<file path="config.mk">
export PLATFORM = sky130hd
export DESIGN_NAME = text_message_ctrl
export DESIGN_NICKNAME = d
export VERILOG_FILES = /design/src/rtl/text_pkg.sv /design/src/rtl/text_msg_rom.sv /design/src/rtl/text_message_ctrl.sv
export SDC_FILE = /design/constraint.sdc
export NUM_CORES = 1
export LEC_CHECK = 0
export CORE_MARGIN = 2
export CORE_UTILIZATION = 44
export DETAILED_ROUTE_END_ITERATION = 7
export PLACE_DENSITY = 0.73
export SLEW_MARGIN = 10
export SYNTH_ARGS = -nofsm -noshare
export SYNTH_HDL_FRONTEND = slang
export SYNTH_SLANG_ARGS = --single-unit
</file>
<file path="constraint.sdc">
create_clock -name clk -period 2.65 [get_ports clk]
set_input_delay 0.795 -clock clk [delete_from_list [all_inputs] [get_ports clk]]
set_output_delay 0.795 -clock clk [all_outputs]
set_load 0.05 [all_outputs]
</file>
<file path="src/rtl/text_pkg.sv">
// Shared constants for the on-screen text sequencer: letter codes,
// message tables and the reveal/blink state encoding.
package text_pkg;

  typedef logic [5:0] letter_t;

  localparam letter_t L_BLANK = 6'd0;
  localparam letter_t L_P     = 6'd1;
  localparam letter_t L_R     = 6'd2;
  localparam letter_t L_E     = 6'd3;
  localparam letter_t L_S     = 6'd4;
  localparam letter_t L_A     = 6'd5;
  localparam letter_t L_C     = 6'd6;
  localparam letter_t L_T     = 6'd7;
  localparam letter_t L_O     = 6'd8;
  localparam letter_t L_N     = 6'd9;
  localparam letter_t L_D     = 6'd10;
  localparam letter_t L_M     = 6'd11;
  localparam letter_t L_I     = 6'd12;
  localparam letter_t L_Z     = 6'd13;
  localparam letter_t L_B     = 6'd14;
  localparam letter_t L_K     = 6'd15;
  localparam letter_t L_Y     = 6'd16;
  localparam letter_t L_U     = 6'd17;
  localparam letter_t L_W     = 6'd18;
  localparam letter_t L_L     = 6'd19;

  localparam logic [3:0] MAX_LEN = 4'd12;

  // Message lengths: PRESS START, PAUSED, YOU WIN, YOU LOST
  localparam logic [3:0] MSG_LEN [4] = '{4'd11, 4'd6, 4'd7, 4'd8};

  localparam letter_t MSG_TABLE [4][MAX_LEN] = '{
    '{L_P, L_R, L_E, L_S, L_S, L_BLANK, L_S, L_T, L_A, L_R, L_T, L_BLANK},
    '{L_P, L_A, L_U, L_S, L_E, L_D, L_BLANK, L_BLANK, L_BLANK, L_BLANK, L_BLANK, L_BLANK},
    '{L_Y, L_O, L_U, L_BLANK, L_W, L_I, L_N, L_BLANK, L_BLANK, L_BLANK, L_BLANK, L_BLANK},
    '{L_Y, L_O, L_U, L_BLANK, L_L, L_O, L_S, L_T, L_BLANK, L_BLANK, L_BLANK, L_BLANK}
  };

  typedef enum logic [1:0] {IDLE, REVEAL, HOLD} state_t;

endpackage

</file>
<file path="src/rtl/text_msg_rom.sv">
// Combinational message store: (message, character index) -> letter code
// plus the message length. Swapping message sets only touches this file
// and the package tables.
module text_msg_rom
  import text_pkg::*;
(
  input  logic [1:0] msg,
  input  logic [3:0] char_idx,
  output letter_t    code,
  output logic [3:0] len
);

  // Table lookup; indices past the table end read as blank
  always_comb begin
    code = L_BLANK;
    if (char_idx < MAX_LEN) code = MSG_TABLE[msg][char_idx];
    len = MSG_LEN[msg];
  end

endmodule

</file>
<file path="src/rtl/text_message_ctrl.sv">
// Text message sequencer: maps the current pixel to a character cell and
// runs the per-frame reveal/blink state machine feeding the letter bitmap.
module text_message_ctrl
  import text_pkg::*;
#(
  parameter logic [10:0] TOP_LEFT_X    = 11'd256,
  parameter logic [10:0] TOP_LEFT_Y    = 11'd200,
  parameter int unsigned SCALE_LOG2    = 0,
  parameter logic [7:0]  REVEAL_FRAMES = 8'd6,
  parameter logic [7:0]  BLINK_ON      = 8'd30,
  parameter logic [7:0]  BLINK_OFF     = 8'd20
) (
  input  logic        clk,
  input  logic        resetN,
  input  logic [10:0] pixelX,
  input  logic [10:0] pixelY,
  input  logic        startOfFrame,
  input  logic        show,
  input  logic [1:0]  msgSel,
  output logic [5:0]  letter,
  output logic [10:0] offsetX,
  output logic [10:0] offsetY,
  output logic        InsideRectangle,
  output logic        textDone
);

  state_t      state_q, state_d;
  logic [1:0]  msg_q, msg_d;
  logic [3:0]  reveal_q, reveal_d;
  logic [7:0]  frame_q, frame_d;
  logic [7:0]  blink_q, blink_d;
  logic        restart;

  logic [3:0]  len;
  letter_t     rom_code;
  logic [8:0]  blink_period;
  logic [10:0] dx, dy, char_idx, off_x, off_y, box_w, box_h;
  logic        in_box, active, visible;

  assign blink_period = {1'b0, BLINK_ON} + {1'b0, BLINK_OFF};

  // Message latch: entering from IDLE or a selection change restarts the reveal
  always_comb begin
    restart = show && (state_q == IDLE || msgSel != msg_q);
    msg_d   = restart ? msgSel : msg_q;
  end

  text_msg_rom u_rom (
    .msg      (msg_d),
    .char_idx (char_idx[3:0]),
    .code     (rom_code),
    .len      (len)
  );

  // Next-state: show=0 beats a restart, both beat the frame tick
  always_comb begin
    state_d  = state_q;
    reveal_d = reveal_q;
    frame_d  = frame_q;
    blink_d  = blink_q;
    if (!show) begin
      state_d  = IDLE;
      reveal_d = '0;
      frame_d  = '0;
      blink_d  = '0;
    end else if (restart) begin
      state_d  = REVEAL;
      reveal_d = '0;
      frame_d  = '0;
      blink_d  = '0;
    end else if (startOfFrame) begin
      case (state_q)
        REVEAL: begin
          if (frame_q >= REVEAL_FRAMES - 8'd1) begin
            frame_d  = '0;
            reveal_d = reveal_q + 4'd1;
            if (reveal_q + 4'd1 >= len) state_d = HOLD;
          end else begin
            frame_d = frame_q + 8'd1;
          end
        end
        HOLD: begin
          if ({1'b0, blink_q} + 9'd1 >= blink_period) blink_d = '0;
          else                                        blink_d = blink_q + 8'd1;
        end
        default: ;
      endcase
    end
  end

  // Pixel geometry; outputs are derived from the post-edge state so that
  // an abort or restart is reflected on the very next clock
  always_comb begin
    dx       = pixelX - TOP_LEFT_X;
    dy       = pixelY - TOP_LEFT_Y;
    char_idx = dx >> (3 + SCALE_LOG2);
    off_x    = (dx >> SCALE_LOG2) & 11'd7;
    off_y    = (dy >> SCALE_LOG2) & 11'd15;
    box_w    = {7'd0, len} << (3 + SCALE_LOG2);
    box_h    = 11'd16 << SCALE_LOG2;
    in_box   = (dx < box_w) && (dy < box_h);
    active   = (state_d != IDLE);
    visible  = (state_d == REVEAL) || (state_d == HOLD && blink_d < BLINK_ON);
  end

  // State, counters and registered bitmap-facing outputs
  always_ff @(posedge clk or posedge resetN) begin
    if (resetN) begin
      state_q         <= IDLE;
      msg_q           <= '0;
      reveal_q        <= '0;
      frame_q         <= '0;
      blink_q         <= '0;
      letter          <= '0;
      offsetX         <= '0;
      offsetY         <= '0;
      InsideRectangle <= 1'b0;
      textDone        <= 1'b0;
    end else begin
      state_q         <= state_d;
      msg_q           <= msg_d;
      reveal_q        <= reveal_d;
      frame_q         <= frame_d;
      blink_q         <= blink_d;
      letter          <= (active && in_box) ? rom_code : L_BLANK;
      offsetX         <= active ? off_x : '0;
      offsetY         <= active ? off_y : '0;
      InsideRectangle <= active && visible && in_box && (char_idx < {7'd0, reveal_d});
      textDone        <= (state_d == HOLD);
    end
  end

endmodule

</file>
==> run metrics <==
I/O pins 58; static leakage 1.685 nW; drt pass-1 iters 4; Setup TNS -0.06979 ns; power density normalized to cell area 369.2 nW/um^2; required time worst endpoint 2.84 ns; portion of the clock cycle consumed by the worst path in the final layout 1.026; Die Footprint 6800 sq um; Hold Violations, Final 0; number of distinct standard cells referenced by the synthesized netlist 57; Rows 28; worst min-delay path class flop to flop; remaining routing DRC violations 0; Post-synth top flop sky130_fd_sc_hd__dfrtp_1; count of antenna-violating nets left after detailed routing 0; Slowest-stage cell, CP sky130_fd_sc_hd__or4_4; setup repair after global routing missed its margin yes; top post-synthesis cells by count 38 x sky130_fd_sc_hd__dfrtp_1, 30 x sky130_fd_sc_hd__nor2_1, 23 x sky130_fd_sc_hd__ha_1; final cell count without fillers 466; ys async rst share 1.000; Mean Syn Cell Area 8.940 sq um; maximum level of the CTS H-tree 2; launching element type of the critical path flop; via count of the first global-routing pass 2441; critical path endpoint category flop; Die H 82.47 microns; category of the critical setup timing path flop to flop; post-detailed-routing wire length 6753 microns; CTS tree done; area leader, netlist sky130_fd_sc_hd__dfrtp_1; area share of xor/xnor cells in the synthesized design 0.02587; most area-consuming cells after synthesis sky130_fd_sc_hd__dfrtp_1 35%, sky130_fd_sc_hd__ha_1 11%, sky130_fd_sc_hd__buf_4 4.7%, sky130_fd_sc_hd__nor2_1 4.2%, sky130_fd_sc_hd__a21oi_1 3.9%; average wire per cell in the routed design 14.49 microns; quantity of hold-fixing buffers added after cts 0; tightest hold margin 0.5436 ns; clock-pin transition on the worst setup and hold timing paths 0.08 ns; maximum fanout along the worst path 2; GRT Residual Overflow 0; fraction of the yosys area taken by sequential cells 0.3510; min setup slack post-route -0.06979 ns; number of max-capacitance violations reported 0; setup slack at placement -0.8482 ns; worst path buffer plus inverter count 0; largest net degree at the start of global routing 39; number of max-slew violations in the final report 0; share of the synthesized area in the top cell type 0.3510; Worst-Skew Late Latency 0.29 ns; fill count 493; die boundary width 82.47 microns; clock tree sinks 38; failing checks negative setup slack; post-synthesis to final-layout area growth 40.05%; number of warnings printed during yosys synthesis 0; layout net count 441; Worst-Margin Slew 0.6713 ns; post-layout power 1.401 mW; Fin Clk Skew 0.01045 ns; dominant combinational cell family by area after synthesis simple AND/OR/NAND/NOR gates; number of flops mapped to enable cells by yosys 0; via total after detailed routing 2509; Syn Inst Count 303; total routing resource utilization after global routing 0.2073; arrival time at the worst endpoint 2.91 ns; antenna violations before repair 0; Finished Cell Area 3794 sq um; Compound-Gate Fraction of Synth Area 0.1857; Fmax achieved 367.7 MHz; Mapped Area 2709 sq um; core box area 5921 sq um; final weighted congestion in routability-driven placement 0.8564; share of post-route cells with drive strength above 1 0.2455; basic-gate share of the synthesized area counting and, or, nand and nor cells 0.2148; antenna fix cells 0; violation count after the first detailed-routing iteration 144; number of I/O port buffers 41; TritonCTS Buffers 5; status complete, but fails checks; global-route wire length before repair 10920 microns; Placed Cells 449; clock root buffer sky130_fd_sc_hd__clkbuf_8; Relative slew margins 0.5517; cells traversed along the worst timing path or4_4 -> a211oi_4 -> nor2_2 -> nand2_2 -> xor2_2 -> nand2b_4 -> ha_4 -> a21o_1 -> nand2_1 -> o2111ai_2 -> a311oi_1; peak supply drop 0.2167 mV; mux contribution to synthesized area 0.02633; family of cells with the greatest summed delay on the critical path simple AND/OR/NAND/NOR gates; Clock Tree Buf Depth 2; post-layout min period 2.720 ns; crit-path max cell delay 0.56 ns; starting density of the core 0.4575; final core area utilization 0.6407; Post-DP HPWL 5010 microns; post-place instance area 3503 sq um; library cell with the highest instance count after synthesis sky130_fd_sc_hd__dfrtp_1; final number of setup-violating endpoints 1; Post-Synth Adder-Cell Area 0.1062; Via-to-Cell Ratio 5.384; number of register bits inferred by synthesis 38
-- repair_timing --
| action | in CTS | in global routing |
|---|---|---|
| setup endpoints to repair | 9 | 5 |
| buffers inserted | 6 | 4 |
| gates resized for setup | 19 | 14 |
| pin swaps | 15 | 8 |
-- placed cells by master (no fill, tap or decap), types with 9 or more instances in the layout --
cell type,netlist,routed
sky130_fd_sc_hd__a21oi_1,21,20
sky130_fd_sc_hd__buf_4,17,50
sky130_fd_sc_hd__clkdlybuf4s50_1,0,37
sky130_fd_sc_hd__conb_1,1,16
sky130_fd_sc_hd__dfrtp_1,38,38
sky130_fd_sc_hd__ha_1,23,15
sky130_fd_sc_hd__inv_1,19,16
sky130_fd_sc_hd__nand2_1,16,15
sky130_fd_sc_hd__nand3_1,9,9
sky130_fd_sc_hd__nor2_1,30,29
-- power breakdown --
| group | leakage [nW] | internal [mW] | switching (mW) |
|---|---|---|---|
| sequential | 0.517 | 0.589 | 0.00719 |
| clock | 0.0472 | 0.209 | 0.216 |
| combinational | 1.12 | 0.165 | 0.214 |
-- logic make-up (layout without fill, tap and decap cells) --
| group | Yosys count | count (layout) |
|---|---|---|
| adder cells (fa/ha/maj) | 23 | 23 |
| AO/OA/AOI/OAI | 70 | 70 |
| flip-flops | 38 | 38 |
| multiplexers | 7 | 7 |
| XOR/XNOR | 8 | 8 |
| buffers and inverters | 46 | 119 |
| other | 1 | 16 |
| AND/OR/NAND/NOR | 110 | 110 |
-- metal layers --
layer,global-route usage,vias to the layer above,routed length [microns]
li1,-,1225,-
met4,0.06167,0,87
met1,0.2592,1208,2931
met2,0.3710,68,3493
met5,0,-,0
met3,0.02609,8,241
-- worst paths after layout --
check,startpoint,to,slack (ns),depth (start not counted)
worst max-delay path,frame_q[7]$_DFFE_PP0P_,InsideRectangle$_DFF_PP0_,-0.07,11
worst min-delay path,frame_q[5]$_DFFE_PP0P_,frame_q[5]$_DFFE_PP0P_,0.54,2
worst max register to register,frame_q[7]$_DFFE_PP0P_,InsideRectangle$_DFF_PP0_,-0.07,11
worst min register to register,frame_q[5]$_DFFE_PP0P_,frame_q[5]$_DFFE_PP0P_,0.54,2
max in group asynchronous,resetN,reveal_q[2]$_DFF_PP0_,1.37,3
min in group asynchronous,resetN,offsetY[2]$_DFF_PP0_,0.91,3
-- worst min-delay path, delay by kind of cell (launching register included) --
family / cells / cell delay, ns
AND/OR/NAND/NOR: 1 / 0.08
flip-flops: 1 / 0.37
AO/OA/AOI/OAI: 1 / 0.05
-- cell type report --
cell class | count | area (sq um) | share of cell area
clock buffer | 6 | 82.58 | 0.02177
clock inverter | 2 | 12.51 | 0.003298
inverter | 19 | 76.32 | 0.02012
multi-input combinational | 234 | 1782 | 0.4697
sequential | 38 | 950.9 | 0.2507
tap | 75 | 93.84 | 0.02474
timing repair buffer | 92 | 795.8 | 0.2098
-- state kept, by name, indices dropped and copies added (netlist names) --
signal           cells
letter               5
textDone             1
frame_q              8
offsetX              3
state_q              2
blink_q              8
msg_q                2
InsideRectangle      1
offsetY              4
reveal_q             4
(Power assumes the default switching activity.)
